**src/rtl/led7_scan.sv**
```systemverilog
// led7_scan: multiplexed 4-digit 7-segment display driver.
//
// Each digit gets a slot of BLANK dead-time cycles (all outputs off) followed
// by DWELL cycles with the digit driven. A new value is offered through a
// valid/ready handshake into a one-deep pending register. It is promoted to
// the active value only at the end of a frame, so a frame never mixes two
// values.
//
// Ports:
//   i_w_clk    - clock, rising edge
//   i_w_reset  - asynchronous active-high reset
//   i_w_value  - four BCD nibbles, [3:0] is digit 0
//   i_w_valid  - i_w_value is offered for load
//   o_w_ready  - a value can be accepted (pending register empty)
//   i_w_lzb    - leading-zero blanking enable
//   o_w_seg    - active-high segments, bit0=a .. bit6=g
//   o_w_an     - active-high one-hot digit enable
//   o_w_digit  - index of the digit currently being scanned
module led7_scan #(
    parameter int unsigned DWELL = 8,
    parameter int unsigned BLANK = 2
) (
    input  logic        i_w_clk,
    input  logic        i_w_reset,
    input  logic [15:0] i_w_value,
    input  logic        i_w_valid,
    output logic        o_w_ready,
    input  logic        i_w_lzb,
    output logic [6:0]  o_w_seg,
    output logic [3:0]  o_w_an,
    output logic [1:0]  o_w_digit
);

    localparam int unsigned MaxLen = (DWELL > BLANK) ? DWELL : BLANK;
    localparam int unsigned CntW   = $clog2(MaxLen + 1);
    localparam logic [CntW-1:0] BlankLast = CntW'(BLANK - 1);
    localparam logic [CntW-1:0] DwellLast = CntW'(DWELL - 1);

    typedef enum logic [0:0] {StBlank, StShow} state_e;

    state_e          state_q, state_d;
    logic [1:0]      digit_q, digit_d;
    logic [CntW-1:0] cnt_q, cnt_d;
    logic [15:0]     active_q, active_d;
    logic [15:0]     pending_q, pending_d;
    logic            pend_full_q, pend_full_d;

    logic show_last;
    logic frame_end;
    logic xfer;

    assign o_w_ready = ~pend_full_q;
    assign o_w_digit = digit_q;
    assign xfer      = i_w_valid & ~pend_full_q;
    assign show_last = (state_q == StShow) && (cnt_q == DwellLast);
    assign frame_end = show_last && (digit_q == 2'd3);

    always_ff @(posedge i_w_clk or posedge i_w_reset) begin
        if (i_w_reset) begin
            state_q     <= StBlank;
            digit_q     <= 2'd0;
            cnt_q       <= '0;
            active_q    <= 16'h0000;
            pending_q   <= 16'h0000;
            pend_full_q <= 1'b0;
        end else begin
            state_q     <= state_d;
            digit_q     <= digit_d;
            cnt_q       <= cnt_d;
            active_q    <= active_d;
            pending_q   <= pending_d;
            pend_full_q <= pend_full_d;
        end
    end

    // Scan sequencing and value promotion.
    always_comb begin
        state_d     = state_q;
        digit_d     = digit_q;
        cnt_d       = cnt_q;
        active_d    = active_q;
        pending_d   = pending_q;
        pend_full_d = pend_full_q;

        unique case (state_q)
            StBlank: begin
                if (cnt_q == BlankLast) begin
                    state_d = StShow;
                    cnt_d   = '0;
                end else begin
                    cnt_d = cnt_q + CntW'(1);
                end
            end
            StShow: begin
                if (show_last) begin
                    state_d = StBlank;
                    cnt_d   = '0;
                    digit_d = digit_q + 2'd1;
                end else begin
                    cnt_d = cnt_q + CntW'(1);
                end
            end
            default: begin
                state_d = StBlank;
                cnt_d   = '0;
            end
        endcase

        if (frame_end) begin
            if (pend_full_q) begin
                active_d    = pending_q;
                pend_full_d = 1'b0;
            end else if (xfer) begin
                // Empty pending at the boundary: skip the pending stage.
                active_d = i_w_value;
            end
        end else if (xfer) begin
            pending_d   = i_w_value;
            pend_full_d = 1'b1;
        end
    end

    logic [3:0] nibble;
    logic       suppress;

    always_comb begin
        nibble   = active_q[3:0];
        suppress = 1'b0;
        case (digit_q)
            2'd0: nibble = active_q[3:0];
            2'd1: begin
                nibble   = active_q[7:4];
                suppress = i_w_lzb && (active_q[15:4] == 12'h000);
            end
            2'd2: begin
                nibble   = active_q[11:8];
                suppress = i_w_lzb && (active_q[15:8] == 8'h00);
            end
            default: begin
                nibble   = active_q[15:12];
                suppress = i_w_lzb && (active_q[15:12] == 4'h0);
            end
        endcase
    end

    always_comb begin
        o_w_an  = 4'b0000;
        o_w_seg = 7'b0000000;
        if ((state_q == StShow) && !suppress) begin
            o_w_an = 4'b0001 << digit_q;
            case (nibble)
                4'd0:    o_w_seg = 7'b0111111;
                4'd1:    o_w_seg = 7'b0000110;
                4'd2:    o_w_seg = 7'b1011011;
                4'd3:    o_w_seg = 7'b1001111;
                4'd4:    o_w_seg = 7'b1100110;
                4'd5:    o_w_seg = 7'b1101101;
                4'd6:    o_w_seg = 7'b1111101;
                4'd7:    o_w_seg = 7'b0000111;
                4'd8:    o_w_seg = 7'b1111111;
                4'd9:    o_w_seg = 7'b1100111;
                default: o_w_seg = 7'b1111111;
            endcase
        end
    end

endmodule

```
**config.mk**
```make
export PLATFORM = sky130hd
export DESIGN_NAME = led7_scan
export DESIGN_NICKNAME = d
export VERILOG_FILES = /design/src/rtl/led7_scan.sv
export SDC_FILE = /design/constraint.sdc
export NUM_CORES = 1
export LEC_CHECK = 0
export CORE_MARGIN = 8
export CORE_UTILIZATION = 45
export CTS_BUF_LIST = sky130_fd_sc_hd__clkbuf_16
export DETAILED_ROUTE_END_ITERATION = 10
export PLACE_DENSITY = 0.69
export SLEW_MARGIN = 20
export SYNTH_ARGS = -nofsm -noshare
export SYNTH_HDL_FRONTEND = slang
export SYNTH_SLANG_ARGS = --single-unit
```
**constraint.sdc**
```tcl
create_clock -name i_w_clk -period 2.75 [get_ports i_w_clk]
set_input_delay 0.55 -clock i_w_clk [delete_from_list [all_inputs] [get_ports i_w_clk]]
set_output_delay 0.55 -clock i_w_clk [all_outputs]
set_load 0.1 [all_outputs]
```
### Yosys cells after proc, flatten, opt, wreduce, memory -nomap -nowiden

Memory sizes are Yosys's and may differ from the RTL's.
Cells that the tools add are included.

| cells by class | value |
|---|---|
| add/subtract/negate cells | 2 |
| equality and inequality tests | 5 |
| shift operators | 1 |
| multiplexer cells | 14 |
| bitwise gates (word level) | 4 |
| reductions and logical operators | 16 |

Operator list:

| operator | count |
|---|---|
| $mux W16 | 2 |
| $logic_not A12 Y1 | 1 |
| $mux W4 | 3 |
| $pmux W4 S3 | 1 |
| $logic_not A8 Y1 | 1 |
| $pmux W4 S2 | 1 |
| $mux W7 | 1 |
| $logic_and A1 B1 Y1 | 6 |
| $reduce_and A2 Y1 | 3 |
| $add A4 B1 Y4 const B | 1 |
| $eq A2 B2 Y1 const B | 2 |
| $eq A4 B1 Y1 const B | 1 |
| $eq A4 B3 Y1 const B | 1 |
| $logic_not A4 Y1 | 1 |
| $mux W1 | 4 |
| $reduce_bool A2 Y1 | 2 |
| $shl A1 B2 Y4 const A | 1 |
| $not A1 Y1 | 3 |
| $pmux W1 S3 | 1 |
| $add A2 B1 Y2 const B | 1 |
| $eq A2 B1 Y1 const B | 1 |
| $logic_not A2 Y1 | 1 |
| $pmux W1 S2 | 1 |
| $and A1 B1 Y1 | 1 |
| $logic_not A1 Y1 | 1 |

| word-level totals | value |
|---|---|
| register bits | 40 |
| memory bits (read-only) | 112 |
| output and inout port bits | 14 |
| word-level logic and storage cells | 49 |
| memories kept | 1 |

Memories:

| memory | depth | bits a word | read ports | clocked after Yosys merged registers in | wr ports | line | RTL |
|---|---|---|---|---|---|---|---|
| (name not given) | 16 | 7 | 1 | 0 | 0 | 151 | `case (nibble)` |

### Depth between registers and ports, before layout

Gate-level depths: netlist of run 1.

| depth | value |
|---|---|
| depth after elaboration | 6 |
| gate-level depth with buffers | 8 |
| mapped depth without buffers | 8 |

### Worst setup path after synthesis of run 1

Ideal clock, no wire load.

| path | value |
|---|---|
| kind | register to output |
| start | reg digit_q[0] (netlist: o_w_digit[0]) |
| end | out o_w_seg[3] |
| arrival | 4,779 ps |
| slack | -2,579 ps |
| stages on the path, launching flop included | 9 |
| cells stage by stage | dfrtp_1 inv_1 ha_1 a222oi_1 mux2_2 inv_1 ha_1 mux2_2 a211oi_1 |

| on the way | value |
|---|---|
| cells in the longest elaborated chain, start to end | 5 |
| elaborated cells between the ends (all ways) | 9 |
| those cells by class | 2 x eq/ne; 3 x mux; 3 x reduce/logical; 1 x memory |

Ends and longest elaborated chain:

| item | line | RTL |
|---|---|---|
| start: declaration | 42 | `logic [1:0] digit_q, digit_d;` |
| start signal: assignment | 68 | `digit_q <= digit_d;` |
| parallel branches: the longest is 4 deep, another holds $mem_v2 Z16 W7 | n/a |  |
| $mux W7 * | 149 | `if ((state_q == StShow) && !suppress) begin` |
| end: declaration | 29 | `output logic [6:0] o_w_seg,` |

Every way passes the cells marked *.

### Worst setup path in the final report of run 1

Ends and elaborated chain as after synthesis.

==> impl_metrics.env, run 1 <==
export IMPL_outcome="complete, but fails checks"
export IMPL_violations="negative setup slack"
export IMPL_powerDensity_mw_per_mm2=537
export IMPL_hold_buffers=0
export IMPL_holdPathStages=1
export IMPL_crit_family="compound AO/OA/AOI/OAI gates"
export IMPL_nNetsFinal=272
export IMPL_clockBufferDepth=2
export IMPL_relSlewSlack_pct=42.8
export IMPL_fin_crit_sh_pct=116
export IMPL_cp_start_kind="flip-flop"
export IMPL_nFillCells=362
export IMPL_synthesis_area_sq_mm=0.00220
export IMPL_clock_latency_ns=0.28
export IMPL_start_util_pct=46.6
export IMPL_crit_type="reg -> out"
export IMPL_dr_pass1_iters=5
export IMPL_r2r_slack_ns=0.74
export IMPL_drc=0
export IMPL_cts_sinks=40
export IMPL_ys_seq_area_share_pct=45.5
export IMPL_area_growth_pct=49.0
export IMPL_crit_fanout=5
export IMPL_ant_nets=0
export IMPL_routedWlPerCell_um=17.1
export IMPL_synth_cell_type_count=33
export IMPL_grt_pass1_vias=1795
export IMPL_crit_top_cell="mux2_4"
export IMPL_rr_startpoint="o_w_digit[0]"
export IMPL_cp_required_ns=2.20
export IMPL_gp_congestion=0.895
export IMPL_dp_cells=295
export IMPL_grt_overflow_total=0
export IMPL_place_area_sq_mm=0.00302
export IMPL_die_area_sq_mm=0.00738
export IMPL_layout_commonest_cell="mux2_2"
export IMPL_final_cell_mix="40 x mux2_2, 38 x dfrtp_1, 22 x buf_4, 19 x clkdlybuf4s50_1, 17 x inv_1"
export IMPL_power_leakage_uw=0.00146
export IMPL_drv_cap=0
export IMPL_multi_input_area_sq_mm=0.00134
export IMPL_ys_ff_latch=40
export IMPL_fin_ws_ns=-0.431
export IMPL_r2r_cells=7
export IMPL_vdd_ir_drop_max_mv=0.323
export IMPL_rows=25
export IMPL_die_h_um=85.9
export IMPL_critPathMaxStageDelay_ns=0.51
export IMPL_cts_clk_slew_worst_paths_ns=0.06
export IMPL_skew_ns=0.0114
export IMPL_grt_max_degree=21
export IMPL_crit_path_top_delay_cell="dfrtp_4"
export IMPL_final_cell_count_no_fill=308
export IMPL_syn_nets=214
export IMPL_critPathCaptureType="primary output"
export IMPL_vias_per_cell=5.33
export IMPL_register_area_sq_mm=0.00101
export IMPL_dp_slack_ns=-0.116
export IMPL_cts_buffers=5
export IMPL_hp_start="pending_q[4]"
export IMPL_ios=34
export IMPL_antenna_found_initial=0
export IMPL_cts_root_buf="clkbuf_16"
export IMPL_final_layout_size_suffix_gt1_share_pct=51.5
export IMPL_grt_pass1_wl_um=8740
export IMPL_wirelength_um=5270
export IMPL_cts_tree="done"
export IMPL_arrival_ns=2.63
export IMPL_core_area_sq_mm=0.00472
export IMPL_grt_use_total_pct=15.0
export IMPL_worst_hold_path_endpoint="pending_q[4]"
export IMPL_final_cell_area_sq_mm=0.00328
export IMPL_min_path_type="reg -> reg"
export IMPL_grt_setup_unrepaired="yes"
export IMPL_period_needed_ns=3.18
export IMPL_cp_num_buf_inv=2
export IMPL_routed_via_count=1642
export IMPL_die_x_um=85.9
export IMPL_setup_viol=10
export IMPL_first_iter_violations=63
export IMPL_final_max_slew_viol_count=0
export IMPL_tightest_slew_ns=0.857
export IMPL_r2r_end="pending_q[2]"
export IMPL_n_antenna_cell=0
export IMPL_cp_cell_sequence="ha_4, buf_4, a222oi_1, mux2_4, mux2_4, a211oi_4, buf_12"
export IMPL_yosysWarningCount=0
export IMPL_synth_cells=182
export IMPL_htreeDepth=2
export IMPL_port_buffers=33
export IMPL_max_clock_freq_ghz=0.314
export IMPL_post_route_util_pct=69.4
export IMPL_syn_avg_cell_area_sq_um=12.1
export IMPL_dpl_hpwl_um=4130
export IMPL_hold_viol=0
==> flip-flops by register name, summed over array words and instances (netlist names) <==
| register | cells |
|---|---|
| state_q | 1 |
| active_q | 16 |
| cnt_q | 4 |
| pend_full_q | 1 |
| o_w_digit | 2 |
| pending_q | 16 |
==> per-stage QoR <==
step / power (uW) / hold WS, ns / setup TNS, ns
3_5_place_dp: 1190 / 0.494 / -0.224
3_3_place_gp: 1170 / 0.475 / -0.0273
2_1_floorplan: 1010 / 0.460 / -2.27
5_1_grt: 1820 / 0.518 / -2.63
4_1_cts: 1770 / 0.504 / -1.75
6_report: 1760 / 0.500 / -1.90
==> repair_timing <==
item / CTS / global route
buffers inserted: 5 / 0
resized for setup: 15 / 4
pin swaps: 10 / 1
setup endpoints to repair: 10 / 10
==> metal layers <==
layer	vias up	wire length (um)	global-route usage (%)
met5	-	0	0
met4	0	80	5.10
met3	10	184	3.15
met2	46	2840	28.2
met1	818	2170	15.9
li1	768	-	-
==> kinds of logic (layout without fill, tap and decap cells) <==
| group | after synthesis | in the layout | share of synthesized area, % |
|---|---|---|---|
| compound gates | 23 | 23 | 7.85 |
| xor+xnor | 1 | 1 | 0.398 |
| fa+ha+maj | 12 | 12 | 6.83 |
| buf+inv | 24 | 83 | 4.55 |
| flops | 40 | 40 | 45.5 |
| mux | 56 | 56 | 28.0 |
| simple gates | 26 | 26 | 6.83 |
==> synthesized netlist by cell type, drive strengths merged <==
library cell	instances	area, sq um
dfrtp	40	1000
a31oi	4	25.0
o31a	2	18.8
xnor2	1	8.76
mux2	45	507
and2	1	6.26
nor3	1	10.0
nor2	9	33.8
or3	1	11.3
nor4	1	6.26
nor3b	2	20.0
ha	12	150
nand3	2	10.0
inv	19	71.3
mux2i	11	110
a21oi	3	15.0
o21ai	7	50.1
o311ai	1	8.76
buf	5	28.8
or4	2	18.8
or2b	1	8.76
a211oi	2	15.0
nand2	5	18.8
nand2b	1	6.26
a222oi	4	40.0
==> area by class of cell <==
| class | instances | share of cell area [%] |
|---|---|---|
| Clock buffer | 5 | 3.82 |
| Clock inverter | 3 | 0.496 |
| Inverter | 19 | 2.41 |
| Multi-Input combinational cell | 118 | 41.0 |
| Sequential cell | 40 | 30.8 |
| Tap cell | 67 | 2.56 |
| Timing Repair Buffer | 56 | 18.9 |
==> worst max-delay path by stage <==
stage	depth (start not counted)	slack, ns	end	start
global route	7	-0.50	o_w_seg[3]	o_w_digit[0]
CTS	7	-0.40	o_w_seg[3]	o_w_digit[0]
finish	7	-0.43	o_w_seg[3]	o_w_digit[0]
detailed placement	7	-0.12	o_w_seg[3]	o_w_digit[0]
global placement	7	-0.02	o_w_seg[3]	o_w_digit[0]
floorplan	7	-0.62	o_w_seg[3]	o_w_digit[1]
==> power by group <==
part           internal (uW)  total [uW]  switching (uW)  leakage (uW)
clock                    331         545             215     0.0000764
sequential               652         692            40.0      0.000472
combinational            254         524             270      0.000908
Power figures use the tool's default switching activity.
==> inputs of run 2 (changes only) <==
==> constraint.sdc (replaced) <==
create_clock -name i_w_clk -period 2.75 [get_ports i_w_clk]
set_input_delay 0.825 -clock i_w_clk [delete_from_list [all_inputs] [get_ports i_w_clk]]
set_output_delay 0.825 -clock i_w_clk [all_outputs]
set_load 0.1 [all_outputs]
==> run 2 against run 1 <==
  * The run still ends with negative setup slack left
  * Sequential power is essentially flat
  * Maximum frequency is 7.5% lower
  * Setup slack got worse by 0.26 ns
  * Clock power rose by 20%
  * Via count is 0.85% lower
  * Die area unchanged
  * Cell area grew 2.6%
  * Hold slack got worse by 0.0085 ns
  * Sequential cell count is the same
  * Sequential share of layout area is 0.77 points lower
  * Clock skew fell by 0.0071 ns
  * First-iteration DRC count fell by 22%
  * Largest cell class unchanged
  * Highest routed layer unchanged
==> impl_metrics.env, run 2 (same netlist as run 1, synthesis figures left out) <==
export IMPL_crit_path_start="o_w_digit[0]"
export IMPL_cts_clk_slew_worst_paths_ns=0.06
export IMPL_grt_overflow_total=0
export IMPL_arrival_ns=2.61
export IMPL_final_cell_mix="41 x mux2_2, 38 x dfrtp_1, 27 x buf_4, 18 x clkdlybuf4s50_1, 15 x inv_1"
export IMPL_power_leakage_uw=0.00151
export IMPL_outcome="complete, but fails checks"
export IMPL_layout_commonest_cell="mux2_2"
export IMPL_timing_hold_ws_ns=0.492
export IMPL_port_buffers=33
export IMPL_start_util_pct=46.6
export IMPL_grt_pass1_vias=1821
export IMPL_drc=0
export IMPL_cp_required_ns=1.93
export IMPL_max_clock_freq_ghz=0.291
export IMPL_final_cell_area_sq_mm=0.00336
export IMPL_fin_crit_sh_pct=125
export IMPL_routedWlPerCell_um=17.0
export IMPL_dpl_hpwl_um=3950
export IMPL_core_area_sq_mm=0.00472
export IMPL_final_cell_count_no_fill=316
export IMPL_post_route_util_pct=71.2
export IMPL_largestRegisters="active_q: 16 flops, pending_q: 16 flops, cnt_q: 4 flops"
export IMPL_cp_start_kind="flip-flop"
export IMPL_fin_ws_ns=-0.689
export IMPL_final_layout_size_suffix_gt1_share_pct=52.6
export IMPL_crit_type="reg -> out"
export IMPL_vias_per_cell=5.15
export IMPL_dp_cells=300
export IMPL_area_growth_pct=52.8
export IMPL_die_area_sq_mm=0.00738
export IMPL_cts_root_buf="clkbuf_16"
export IMPL_cts_buffers=5
export IMPL_antenna_found_initial=0
export IMPL_clockBufferDepth=2
export IMPL_violations="negative setup slack"
export IMPL_cts_tree="done"
export IMPL_die_h_um=85.9
export IMPL_relSlewSlack_pct=65.8
export IMPL_grt_max_degree=41
export IMPL_ios=34
export IMPL_powerDensity_mw_per_mm2=558
export IMPL_ant_nets=0
export IMPL_place_area_sq_mm=0.00308
export IMPL_rr_startpoint="o_w_digit[0]"
export IMPL_setup_viol=10
export IMPL_rows=25
export IMPL_routed_via_count=1628
export IMPL_first_iter_violations=49
export IMPL_n_antenna_cell=0
export IMPL_holdPathStages=1
export IMPL_tightest_slew_ns=0.513
export IMPL_drv_cap=0
export IMPL_crit_fanout=5
export IMPL_nNetsFinal=280
export IMPL_hp_start="cnt_q[0]"
export IMPL_final_max_slew_viol_count=0
export IMPL_cts_sinks=40
export IMPL_dr_pass1_iters=6
export IMPL_grt_setup_unrepaired="yes"
export IMPL_grt_use_total_pct=15.0
export IMPL_grt_pass1_wl_um=8710
export IMPL_dp_slack_ns=-0.537
export IMPL_r2r_cells=7
export IMPL_skew_ns=0.00435
export IMPL_critPathCaptureType="primary output"
export IMPL_min_path_type="reg -> reg"
export IMPL_hold_viol=0
export IMPL_gp_congestion=0.837
export IMPL_die_x_um=85.9
export IMPL_htreeDepth=2
export IMPL_vdd_ir_drop_max_mv=0.360
export IMPL_clock_latency_ns=0.28
export IMPL_wirelength_um=5370
export IMPL_period_needed_ns=3.44
## run 2: changes by cell type in the layout (fill, tap and decap cells not counted), sizes merged
cell,change
clkinv,+1
bufinv,+1
buf,+8
inv,-2
clkdlybuf4s50,-1
dlygate4sd2,+1
## run 2: metrics by stage
stage	total power (uW)	setup TNS [ns]
detailed placement	1200	-5.26
floorplan	1010	-5.02
finish	1880	-5.12
global placement	1180	-5.24
global route	1940	-6.08
CTS	1870	-4.78
## run 2: worst paths after layout
path / to / slack, ns
setup / recovery: o_w_seg[3] / -0.69
hold / removal: cnt_q[0] / 0.49
setup reg to reg: pending_q[2] / 0.58
hold reg to reg: cnt_q[0] / 0.49
max in group asynchronous: o_w_digit[0] / 1.39
min in group asynchronous: pending_q[14] / 0.97
## run 2: metal layers
metal | GRT usage [%] | part of all wire (%)
met1 | 16.1 | 41
met2 | 27.4 | 54
met3 | 3.72 | 3.7
met4 | 5.57 | 1.2
met5 | 0 | 0
## run 2: layout make-up
type / count / area (sq um)
inverters: 19 / 76.3
clock inverters: 3 / 42.5
repair buffers: 64 / 708
well taps: 67 / 83.8
flip-flops and latches: 40 / 1010
clock buffers: 5 / 125
fillers: 315 / 1360
multi-input cells: 118 / 1320
## run 2: worst max-delay path, cell delays in order, from the launching register on
cell      delay (ns)
dfrtp_4         0.52
ha_4            0.20
a222oi_1        0.42
mux2i_2         0.21
ha_4            0.26
mux2_4          0.28
a211oi_4        0.23
buf_12          0.21
## run 2: timing repair
action,CTS,global route
endpoints found under the setup margin,10,10
setup buffers,5,4
endpoints found under the hold margin,0,0
hold buffers,0,0
pin swaps,6,6
resized for setup,11,5
## run 2: power breakdown
group	internal [uW]	switching [uW]	total, uW
Clock	426	228	654
Sequential	652	37.8	689
Combinational	259	273	531
Total	1340	539	1880
